==> src/rtl/r4_bin_collector_if.sv <==
// Readout stream of the radix-4 bin collector: one buffered bin per valid/ready beat.
// The out_mag_o field exists only when R4_COLLECT_MAG_EN is defined.
interface r4_bin_collector_if #(
    parameter int DW = 4
);
    logic          out_valid_o;
    logic          out_ready_i;
    logic [DW-1:0] out_re_o;
    logic [DW-1:0] out_im_o;
    logic [1:0]    out_idx_o;
    logic          out_last_o;
`ifdef R4_COLLECT_MAG_EN
    logic [DW:0]   out_mag_o;
`endif

    modport master (
        input  out_ready_i,
        output out_valid_o, out_re_o, out_im_o, out_idx_o, out_last_o
`ifdef R4_COLLECT_MAG_EN
        , out_mag_o
`endif
    );

    modport slave (
        output out_ready_i,
        input  out_valid_o, out_re_o, out_im_o, out_idx_o, out_last_o
`ifdef R4_COLLECT_MAG_EN
        , out_mag_o
`endif
    );
endinterface

==> src/rtl/r4_bin_collector.sv <==
// Steps the radix-4 butterfly bin select through bins 0..3, captures each bin into a
// 4-entry frame buffer and drains it over a valid/ready stream. R4_COLLECT_MAG_EN adds |re|+|im|.
module r4_bin_collector #(
    parameter int DW     = 4,
    parameter int SETTLE = 1
) (
    input  logic          wb_clk_i,
    input  logic          wb_rst_n,
    input  logic          start_i,
    input  logic          clr_i,
    input  logic [DW-1:0] xr_i,
    input  logic [DW-1:0] xi_i,
    output logic [2:0]    ctrl_o,
    output logic          busy_o,
    output logic          frame_done_o,
    output logic          overrun_o,
    r4_bin_collector_if.master out_if
);

    typedef enum logic [1:0] {
        ST_IDLE   = 2'd0,
        ST_SETTLE = 2'd1,
        ST_DRAIN  = 2'd2
    } state_t;

    localparam logic [3:0] SETTLE_LAST = 4'(SETTLE - 1);

    // Butterfly select is one-hot above bin 0: {c3,c2,c1}.
    function automatic logic [2:0] bin_ctrl(input logic [1:0] bin);
        case (bin)
            2'd0:    bin_ctrl = 3'b000;
            2'd1:    bin_ctrl = 3'b001;
            2'd2:    bin_ctrl = 3'b010;
            2'd3:    bin_ctrl = 3'b100;
            default: bin_ctrl = 3'b000;
        endcase
    endfunction

`ifdef R4_COLLECT_MAG_EN
    // Sign-extend first so that the most negative value maps to +2^(DW-1).
    function automatic logic [DW:0] abs_ext(input logic [DW-1:0] v);
        logic [DW:0] e;
        e = {v[DW-1], v};
        if (v[DW-1]) begin
            abs_ext = ~e + {{DW{1'b0}}, 1'b1};
        end else begin
            abs_ext = e;
        end
    endfunction

    logic [DW:0] mag_buf_r [0:3];
    logic [DW:0] mag_r;
    logic [DW:0] mag_nxt_s;
`endif

    state_t        state_r, state_nxt_s;
    logic [1:0]    bin_r, bin_nxt_s;
    logic [3:0]    cnt_r, cnt_nxt_s;
    logic [1:0]    rd_ptr_r, rd_ptr_nxt_s;
    logic [DW-1:0] re_buf_r [0:3];
    logic [DW-1:0] im_buf_r [0:3];
    logic          cap_s, hs_s, last_hs_s, reject_s;

    logic [2:0]    ctrl_r, ctrl_nxt_s;
    logic          busy_r, valid_r, last_r, done_r, overrun_r;
    logic          valid_nxt_s, last_nxt_s, overrun_nxt_s;
    logic [DW-1:0] re_r, im_r, re_nxt_s, im_nxt_s;
    logic [1:0]    idx_r, idx_nxt_s;

    // Next-state logic: bin stepping, capture strobe, drain pointer and start rejection.
    always_comb begin
        state_nxt_s  = state_r;
        bin_nxt_s    = bin_r;
        cnt_nxt_s    = cnt_r;
        rd_ptr_nxt_s = rd_ptr_r;
        cap_s        = 1'b0;
        reject_s     = 1'b0;
        hs_s         = valid_r & out_if.out_ready_i;
        last_hs_s    = hs_s & (rd_ptr_r == 2'd3);
        case (state_r)
            ST_IDLE: begin
                if (start_i) begin
                    state_nxt_s = ST_SETTLE;
                    bin_nxt_s   = 2'd0;
                    cnt_nxt_s   = 4'd0;
                end else begin
                    state_nxt_s = ST_IDLE;
                end
            end
            ST_SETTLE: begin
                reject_s = start_i;
                if (cnt_r == SETTLE_LAST) begin
                    cap_s     = 1'b1;
                    cnt_nxt_s = 4'd0;
                    if (bin_r == 2'd3) begin
                        state_nxt_s  = ST_DRAIN;
                        rd_ptr_nxt_s = 2'd0;
                    end else begin
                        bin_nxt_s = bin_r + 2'd1;
                    end
                end else begin
                    cnt_nxt_s = cnt_r + 4'd1;
                end
            end
            ST_DRAIN: begin
                // A start landing on the final handshake chains straight into the next frame.
                reject_s = start_i & ~last_hs_s;
                if (last_hs_s) begin
                    if (start_i) begin
                        state_nxt_s = ST_SETTLE;
                        bin_nxt_s   = 2'd0;
                        cnt_nxt_s   = 4'd0;
                    end else begin
                        state_nxt_s = ST_IDLE;
                    end
                end else if (hs_s) begin
                    rd_ptr_nxt_s = rd_ptr_r + 2'd1;
                end else begin
                    rd_ptr_nxt_s = rd_ptr_r;
                end
            end
            default: begin
                state_nxt_s = ST_IDLE;
            end
        endcase
    end

    // Registered output values derived from the next state so outputs align with the state.
    always_comb begin
        ctrl_nxt_s  = 3'b000;
        valid_nxt_s = 1'b0;
        re_nxt_s    = {DW{1'b0}};
        im_nxt_s    = {DW{1'b0}};
        idx_nxt_s   = 2'd0;
        last_nxt_s  = 1'b0;
`ifdef R4_COLLECT_MAG_EN
        mag_nxt_s   = {(DW+1){1'b0}};
`endif
        if (state_nxt_s == ST_SETTLE) begin
            ctrl_nxt_s = bin_ctrl(bin_nxt_s);
        end else if (state_nxt_s == ST_DRAIN) begin
            valid_nxt_s = 1'b1;
            re_nxt_s    = re_buf_r[rd_ptr_nxt_s];
            im_nxt_s    = im_buf_r[rd_ptr_nxt_s];
            idx_nxt_s   = rd_ptr_nxt_s;
            last_nxt_s  = (rd_ptr_nxt_s == 2'd3);
`ifdef R4_COLLECT_MAG_EN
            mag_nxt_s   = mag_buf_r[rd_ptr_nxt_s];
`endif
        end else begin
            ctrl_nxt_s = 3'b000;
        end
        if (reject_s) begin
            overrun_nxt_s = 1'b1;
        end else if (clr_i) begin
            overrun_nxt_s = 1'b0;
        end else begin
            overrun_nxt_s = overrun_r;
        end
    end

    // FSM state, bin/settle counters and drain pointer.
    always_ff @(posedge wb_clk_i or negedge wb_rst_n) begin
        if (!wb_rst_n) begin
            state_r  <= ST_IDLE;
            bin_r    <= 2'd0;
            cnt_r    <= 4'd0;
            rd_ptr_r <= 2'd0;
        end else begin
            state_r  <= state_nxt_s;
            bin_r    <= bin_nxt_s;
            cnt_r    <= cnt_nxt_s;
            rd_ptr_r <= rd_ptr_nxt_s;
        end
    end

    // Frame buffer; only written by captures, so it stays frozen while draining.
    always_ff @(posedge wb_clk_i or negedge wb_rst_n) begin
        if (!wb_rst_n) begin
            for (int i = 0; i < 4; i++) begin
                re_buf_r[i] <= {DW{1'b0}};
                im_buf_r[i] <= {DW{1'b0}};
`ifdef R4_COLLECT_MAG_EN
                mag_buf_r[i] <= {(DW+1){1'b0}};
`endif
            end
        end else if (cap_s) begin
            re_buf_r[bin_r] <= xr_i;
            im_buf_r[bin_r] <= xi_i;
`ifdef R4_COLLECT_MAG_EN
            mag_buf_r[bin_r] <= abs_ext(xr_i) + abs_ext(xi_i);
`endif
        end
    end

    // Output registers.
    always_ff @(posedge wb_clk_i or negedge wb_rst_n) begin
        if (!wb_rst_n) begin
            ctrl_r    <= 3'b000;
            busy_r    <= 1'b0;
            valid_r   <= 1'b0;
            re_r      <= {DW{1'b0}};
            im_r      <= {DW{1'b0}};
            idx_r     <= 2'd0;
            last_r    <= 1'b0;
            done_r    <= 1'b0;
            overrun_r <= 1'b0;
`ifdef R4_COLLECT_MAG_EN
            mag_r     <= {(DW+1){1'b0}};
`endif
        end else begin
            ctrl_r    <= ctrl_nxt_s;
            busy_r    <= (state_nxt_s != ST_IDLE);
            valid_r   <= valid_nxt_s;
            re_r      <= re_nxt_s;
            im_r      <= im_nxt_s;
            idx_r     <= idx_nxt_s;
            last_r    <= last_nxt_s;
            done_r    <= last_hs_s;
            overrun_r <= overrun_nxt_s;
`ifdef R4_COLLECT_MAG_EN
            mag_r     <= mag_nxt_s;
`endif
        end
    end

    assign ctrl_o             = ctrl_r;
    assign busy_o             = busy_r;
    assign frame_done_o       = done_r;
    assign overrun_o          = overrun_r;
    assign out_if.out_valid_o = valid_r;
    assign out_if.out_re_o    = re_r;
    assign out_if.out_im_o    = im_r;
    assign out_if.out_idx_o   = idx_r;
    assign out_if.out_last_o  = last_r;
`ifdef R4_COLLECT_MAG_EN
    assign out_if.out_mag_o   = mag_r;
`endif

endmodule

==> src/flat_wrapper.sv <==
// flat-port wrapper written by rule: the top's interface ports become plain ports
module r4_bin_collector_flat 
#(
    parameter int DW     = 4,
    parameter int SETTLE = 1
)
  (wb_clk_i, wb_rst_n, start_i, clr_i, xr_i, xi_i, ctrl_o, busy_o, frame_done_o, overrun_o, out_if_out_ready_i, out_if_out_valid_o, out_if_out_re_o, out_if_out_im_o, out_if_out_idx_o, out_if_out_last_o);
  r4_bin_collector_if #(.DW(DW)) out_if_i ();
  input  logic wb_clk_i;
  input  logic wb_rst_n;
  input  logic start_i;
  input  logic clr_i;
  input  logic [DW-1:0] xr_i;
  input  logic [DW-1:0] xi_i;
  output logic [2:0] ctrl_o;
  output logic busy_o;
  output logic frame_done_o;
  output logic overrun_o;
  input wire logic [$bits(out_if_i.out_ready_i)-1:0] out_if_out_ready_i;
  output wire logic [$bits(out_if_i.out_valid_o)-1:0] out_if_out_valid_o;
  output wire logic [$bits(out_if_i.out_re_o)-1:0] out_if_out_re_o;
  output wire logic [$bits(out_if_i.out_im_o)-1:0] out_if_out_im_o;
  output wire logic [$bits(out_if_i.out_idx_o)-1:0] out_if_out_idx_o;
  output wire logic [$bits(out_if_i.out_last_o)-1:0] out_if_out_last_o;
  assign out_if_i.out_ready_i = out_if_out_ready_i;
  assign out_if_out_valid_o = out_if_i.out_valid_o;
  assign out_if_out_re_o = out_if_i.out_re_o;
  assign out_if_out_im_o = out_if_i.out_im_o;
  assign out_if_out_idx_o = out_if_i.out_idx_o;
  assign out_if_out_last_o = out_if_i.out_last_o;
  r4_bin_collector #(.DW(DW), .SETTLE(SETTLE)) u_core (.wb_clk_i(wb_clk_i), .wb_rst_n(wb_rst_n), .start_i(start_i), .clr_i(clr_i), .xr_i(xr_i), .xi_i(xi_i), .ctrl_o(ctrl_o), .busy_o(busy_o), .frame_done_o(frame_done_o), .overrun_o(overrun_o), .out_if(out_if_i));
endmodule
==> config.mk <==
export PLATFORM = sky130hd
export DESIGN_NAME = r4_bin_collector_flat
export DESIGN_NICKNAME = d
export VERILOG_FILES = /design/src/rtl/r4_bin_collector_if.sv /design/src/rtl/r4_bin_collector.sv /design/src/flat_wrapper.sv
export SDC_FILE = /design/constraint.sdc
export NUM_CORES = 1
export LEC_CHECK = 0
export ABC_AREA = 1
export CAP_MARGIN = 15
export CORE_MARGIN = 1.5
export CORE_UTILIZATION = 60
export CTS_CLUSTER_DIAMETER = 50
export DETAILED_ROUTE_END_ITERATION = 10
export PLACE_DENSITY = 0.84
export SETUP_SLACK_MARGIN = 0.5
export SYNTH_ARGS = -nofsm -noshare
export SYNTH_HDL_FRONTEND = slang
export SYNTH_SLANG_ARGS = --single-unit
==> constraint.sdc <==
create_clock -name wb_clk_i -period 4.4 [get_ports wb_clk_i]
set_input_delay 1.32 -clock wb_clk_i [delete_from_list [all_inputs] [get_ports wb_clk_i]]
set_output_delay 1.32 -clock wb_clk_i [all_outputs]
set_load 0.02 [all_outputs]
### Word-level counts from Yosys, hierarchy flattened

Index checks and enable logic that the tools add are counted.

* add/subtract/negate cells: 3
* magnitude comparators: 3
* eq/ne operators: 11
* muxes and demuxes: 46
* bitwise operators: 6
* reduce and logical (&&, ||, !) cells: 8

Operator list (count)
* 4-bit two-way mux: 12
* 16-bit bitwise mux: 2
* 2-bit two-way mux: 13
* 4-bit binary-select mux with 2-bit select: 2
* 2-bit equality test, second input constant: 7
* 2-bit case mux with 3 select lines: 2
* 3-bit case mux with 4 select lines: 1
* 4-bit case mux with 3 select lines: 1
* 1-bit two-way mux: 9
* 4-bit demux with 2-bit select: 1
* 2-bit by 1-bit equality test with 1-bit output, second input constant: 3
* 3-bit >= comparator, second input constant: 2
* 2-bit inverter with 3-bit output: 2
* 2-bit by 1-bit adder with 2-bit output, second input constant: 2
* 4-bit by 1-bit adder with 4-bit output, second input constant: 1
* 2-bit logical NOT: 2
* 4-bit logical NOT: 1
* 2-bit case mux with 2 select lines: 1
* 2-bit nonzero test: 2
* 1-bit bitwise AND: 3
* 3-bit by 1-bit < comparator with 1-bit output, second input constant: 1
* 3-bit two-way mux: 1
* 3-bit nonzero test: 1
* 2-bit by 1-bit != test with 1-bit output, second input constant: 1
* other kinds (4): 4

* flip-flop bits (word level): 60
* bits of input ports: 13
* output and inout port bits: 18
* word-level logic and storage cells: 98

### Longest topological paths before layout

* word-level depth: 10
* depth in mapped cells: 12

### Worst setup path before layout

No wires, ideal clock.

* path type: input port to flip-flop
* start point: in out_if_out_ready_i
* end point: reg u_core.im_r[0], in the netlist u_core.out_if.out_im_o[0]
* data arrival time: 2157 ps
* required time: 4322 ps
* slack: 2165 ps
* stages: 9
* path buffers: 1
* cells stage by stage: nand2_1 nor2_1 nand2_1 nand2_1 nand2_1 clkbuf_1 nand3_1 nand3_1 a21oi_1

* cells in the longest elaborated chain, start to end: 10
* elaborated cells between the ends (all ways): 15
* classes of those cells: 2 x eq/ne; 10 x mux; 3 x bitwise

RTL lines
* start: declaration: RTL line flat_wrapper.sv:19 `input wire logic [$bits(out_if_i.out_ready_i)-1:0] out_if_out_ready_i;`
* 1-bit bitwise AND *: RTL line r4_bin_collector.sv:78 `hs_s = valid_r & out_if.out_ready_i;`
* 2-bit two-way mux or 1-bit bitwise AND (tied branches): RTL line r4_bin_collector.sv:116, r4_bin_collector.sv:79
* 2-bit two-way mux: RTL line r4_bin_collector.sv:108 `if (last_hs_s) begin`
* 2-bit case mux with 2 select lines: RTL line r4_bin_collector.sv:80 `case (state_r)`
* 2-bit inverter with 3-bit output (implied by the code): RTL line r4_bin_collector.sv:144 `im_nxt_s = im_buf_r[rd_ptr_nxt_s];`
* 4-bit binary-select mux with 2-bit select: RTL line r4_bin_collector.sv:144
* 4-bit two-way mux (implied by the code) (2 in series): RTL line r4_bin_collector.sv:144
* 4-bit two-way mux: RTL line r4_bin_collector.sv:141 `end else if (state_nxt_s == ST_DRAIN) begin`
* 4-bit two-way mux *: RTL line r4_bin_collector.sv:139 `if (state_nxt_s == ST_SETTLE) begin`
* named net u_core.im_nxt_s[0]: RTL line r4_bin_collector.sv:67 `logic [DW-1:0] re_r, im_r, re_nxt_s, im_nxt_s;`
* end signal: assignment: RTL line r4_bin_collector.sv:203 `im_r <= {DW{1'b0}};`
* end signal: assignment: RTL line r4_bin_collector.sv:216 `im_r <= im_nxt_s;`
* end: declaration: RTL line r4_bin_collector.sv:67

The timed path passes the listed nets; every way through them passes the cells marked *. The select of a mux whose other input is x is not followed.
A chain may end at the register's enable or synchronous reset.

### Worst setup path after layout

* start point: in out_if_out_ready_i
* end point: reg u_core.re_r[0], in the netlist u_core.out_if.out_re_o[0]

* cells in the longest elaborated chain, start to end: 10
* elaborated cells between the ends (all ways): 15
* classes of those cells: 2 x eq/ne; 10 x mux; 3 x bitwise

RTL lines
* 1-bit bitwise AND *: RTL line r4_bin_collector.sv:78
* 2-bit two-way mux or 1-bit bitwise AND (tied branches): RTL line r4_bin_collector.sv:116, r4_bin_collector.sv:79
* 2-bit two-way mux: RTL line r4_bin_collector.sv:108
* 2-bit case mux with 2 select lines: RTL line r4_bin_collector.sv:80
* 2-bit inverter with 3-bit output (implied by the code): RTL line r4_bin_collector.sv:143 `re_nxt_s = re_buf_r[rd_ptr_nxt_s];`
* 4-bit binary-select mux with 2-bit select: RTL line r4_bin_collector.sv:143
* 4-bit two-way mux (implied by the code) (2 in series): RTL line r4_bin_collector.sv:143
* 4-bit two-way mux: RTL line r4_bin_collector.sv:141
* 4-bit two-way mux *: RTL line r4_bin_collector.sv:139
* named net u_core.re_nxt_s[0]: RTL line r4_bin_collector.sv:67
* end signal: assignment: RTL line r4_bin_collector.sv:202 `re_r <= {DW{1'b0}};`
* end signal: assignment: RTL line r4_bin_collector.sv:215 `re_r <= re_nxt_s;`
* end: declaration: RTL line r4_bin_collector.sv:67

Marks and branches as above.

==> results.tsv <==
stage	metric	value	unit
route	remaining_drc_errors	0	
yosys	yosys_warnings	0	
place	place_inst	420	
worst_setup_path	critPathLaunchType	input pin	
sta	fin_worst_skew	0.004621	ns
sta	timing.final.crit_period	2.902	ns
power	p_clk_share	22.8	%
layout	antenna_cells	0	
outcome	status	finished, final reports clean	
cts	root_buffer	clkbuf_8	
floorplanning	io_pins	31	
power	p_int	1.181	mW
route	drt_wl_total	5898	um
cts	clock_sinks	60	
route	viasPerCell	5.375	
route	drt_iter0_drc	182	
route	dr.pass1.iters	4	
floorplanning	placementRows	25	
yosys	yosys.area_share.simple	26.85	%
sta	max_slew_margin	50.53	%
global_routing	grt_pass1_vias	2283	
cts	numCtsBuffers	9	
place	place_congestion	0.8871	
worst_setup_path	cp-startpoint	out_if_out_ready_i	
route	num_vias	2338	
global_routing	grt_max_degree	35	
worst_setup_path	cp_max_fo	13	
layout	fin_cells	435	
worst_setup_path	reg2reg_to	u_core.re_buf_r[4]	
global_routing	antenna_found_initial	0	
yosys	syn_area	0.002894	sq mm
cts	hold_buffers	0	
yosys	syn_inst	344	
sta	layout_setup_ws	1.498	ns
cts	clk_pin_slew_worst_paths	0.06	ns
global_routing	gr-usage-all-layers	25.24	%
worst_setup_path	crit_type	in2reg	
floorplanning	die_area	0.005249	sq mm
layout	layout.nets	397	
cts	cts_tree	done	
power	p_leak	1.793	nW
sta	clock.fmax	344.6	MHz
yosys	synthXorXnorAreaFrac	0.6053	%
floorplanning	start_util	61.68	%
cts	clock_latency	0.34	ns
route	ant_nets	0	
cts	clockBufferDepth	2	
worst_setup_path	reg2reg_from	u_core.state_r[1]	
sta	hold_viol	0	
power	power_frac_seq	43.4	%
sta	min_period_over_period	65.95	%
power	ir_drop	0.3306	mV
yosys	yosysSeqAreaShare	51.88	%
sta	rsz0062_at_grt	false	
yosys	synthAdderAreaFrac	3.026	%
floorplanning	die_w	72.45	um
power	p_sw	0.7071	mW
global_routing	overflow	0	
yosys	synth_nets	364	
layout	final_area	0.003388	sq mm
power	power.density	557.2	mW/mm^2
place	place_area	0.003219	sq mm
yosys	avgSynthCellArea	8.413	sq um
sta	setup_viol	0	
cts	cts_resized	0	
floorplanning	die_height	72.45	um
worst_hold_path	hp-class	reg2reg	
power	comb_power_share	33.8	%
worst_setup_path	cp-end-kind	register	
sta	fin_setup_tns	0	ns
flow_run	maxCapViolCount	0	
layout	syn_to_final_growth	17.08	%
yosys	synth_cell_types	25	
yosys	synth-compound-area-share	9.598	%
sta	max_slew.worst_pin.slew	0.7420	ns
cts	cts-htree-levels	3	
yosys	synth_top_family_by_area	simple AND/OR/NAND/NOR gates	
floorplanning	core-area	0.004692	sq mm
worst_setup_path	critPathCapture	u_core.out_if.out_re_o[0]	
place	hpwl	4017	um
power	p_sw_share	37.46	%
cts	postCtsSetupBuffers	0	
place	portBuffers	30	
layout	drive_gt1_share	8.661	%
place	place_ws	1.208	ns
yosys	synth.area.mux_share	0	%
route	wl_per_cell	13.56	um
worst_setup_path	worst_ep_arrival_time	3.13	ns
worst_setup_path	required	4.63	ns
worst_setup_path	r2r_slack	2.24	ns
worst_setup_path	reg2reg_depth	6	
yosys	ys_seq_elements	60	
sta	drv_slew	0	
global_routing	grt_pass1_wl	9998	um
[power groups by stage]
stage                     clock network (mW)  registers, mW  logic [mW]
after floorplan                            0          0.817       0.463
after CTS                              0.436          0.817       0.640
after global routing                   0.459          0.838       0.727
after detailed placement                   0          0.824       0.633
after global placement                     0          0.820       0.611
final                                  0.431          0.819       0.638
[stage by stage]
stage / utilization, % / hold WS, ns / power (mW)
floorplan: - / 0.4530 / 1.279
global route: 72.21 / 0.5108 / 2.024
detailed placement: 68.61 / 0.4740 / 1.457
CTS: 72.21 / 0.4893 / 1.893
global placement: 68.61 / 0.4684 / 1.431
finish: 72.21 / 0.4852 / 1.888
[registers in the layout, indices dropped and copies added, names as in the netlist]
register	flops
u_core.im_buf_r	16
u_core.state_r	2
u_core.out_if.out_re_o	4
u_core.out_if.out_im_o	4
u_core.out_if.out_last_o	1
u_core.out_if.out_idx_o	2
u_core.out_if.out_valid_o	1
u_core.frame_done_o	1
u_core.bin_r	2
u_core.ctrl_o	3
u_core.busy_o	1
u_core.re_buf_r	16
u_core.rd_ptr_r	2
u_core.overrun_o	1
u_core.cnt_r	4
[Yosys cell counts]
master,n,area [sq um]
a21oi_1,7,35.03
a21oi_4,2,32.53
buf_2,3,15.01
buf_6,1,11.26
clkbuf_1,5,18.77
dfrtp_1,60,1501
ha_1,7,87.58
inv_1,47,176.4
inv_2,3,11.26
nand2_1,98,367.9
nand2_2,3,18.77
nand2_4,3,33.78
nand3_1,42,210.2
nand3_4,1,17.52
nand4_1,2,12.51
nor2_1,10,37.54
nor2_2,1,6.260
nor2_4,2,22.52
nor2_8,2,40.04
nor3_1,2,10.01
o21ai_0,39,195.2
o21ai_2,1,8.760
o22ai_1,1,6.260
xnor2_1,1,8.760
xor2_1,1,8.760
[worst min-delay path by stage]
stage,start,slack (ns),depth (start not counted),to
final,u_core.re_buf_r[5],0.49,2,u_core.re_buf_r[5]
after global routing,u_core.im_buf_r[0],0.51,2,u_core.im_buf_r[0]
after CTS,u_core.re_buf_r[1],0.49,2,u_core.re_buf_r[1]
after detailed placement,u_core.re_buf_r[1],0.47,2,u_core.re_buf_r[1]
after global placement,u_core.re_buf_r[10],0.47,2,u_core.re_buf_r[10]
after floorplan,u_core.im_buf_r[0],0.45,2,u_core.im_buf_r[0]
[layer usage]
| layer | vias up | global-route usage [%] | wire (um) |
|---|---|---|---|
| met5 | - | 0 | 0 |
| met4 | 0 | 12.79 | 127 |
| met3 | 12 | 6.250 | 323 |
| met2 | 61 | 41.15 | 2813 |
| met1 | 1105 | 31.39 | 2634 |
| li1 | 1160 | - | - |
[placed cells by master (no fill, tap or decap), types with 3 or more instances in the layout]
cell             instances
nand2_1                 98
dfrtp_1                 60
inv_1                   47
nand3_1                 42
o21ai_0                 39
clkdlybuf4s50_1         29
clkbuf_8                11
nor2_1                  10
a21oi_1                  7
ha_1                     7
nand2_4                  3
nand2_2                  3
inv_2                    3
[final cells by class]
cell class / count / area, sq um
sequential: 60 / 1501
fill: 368 / 1304
multi-input combinational: 225 / 1160
timing repair buffer: 31 / 302.8
inverter: 50 / 187.7
clock buffer: 13 / 158.9
tap: 54 / 67.56
clock inverter: 2 / 10.01
[critical path, stage by stage]
cell             delay (ns)
clkdlybuf4s50_1        0.52
nand2_1                0.06
nor2_1                 0.16
nand2_1                0.07
nand2_1                0.08
nand2_1                0.25
nand2_2                0.32
inv_2                  0.12
nand2_1                0.09
nand2_1                0.05
nand2_1                0.05
nand2_1                0.04
[kinds of logic after synthesis]
group                    Yosys count
buffers and inverters             59
AO/OA/AOI/OAI                     50
flip-flops                        60
AND/OR/NAND/NOR                  166
adder cells (fa/ha/maj)            7
XOR/XNOR                           2
Note: power is estimated with default switching activity, not from simulation.
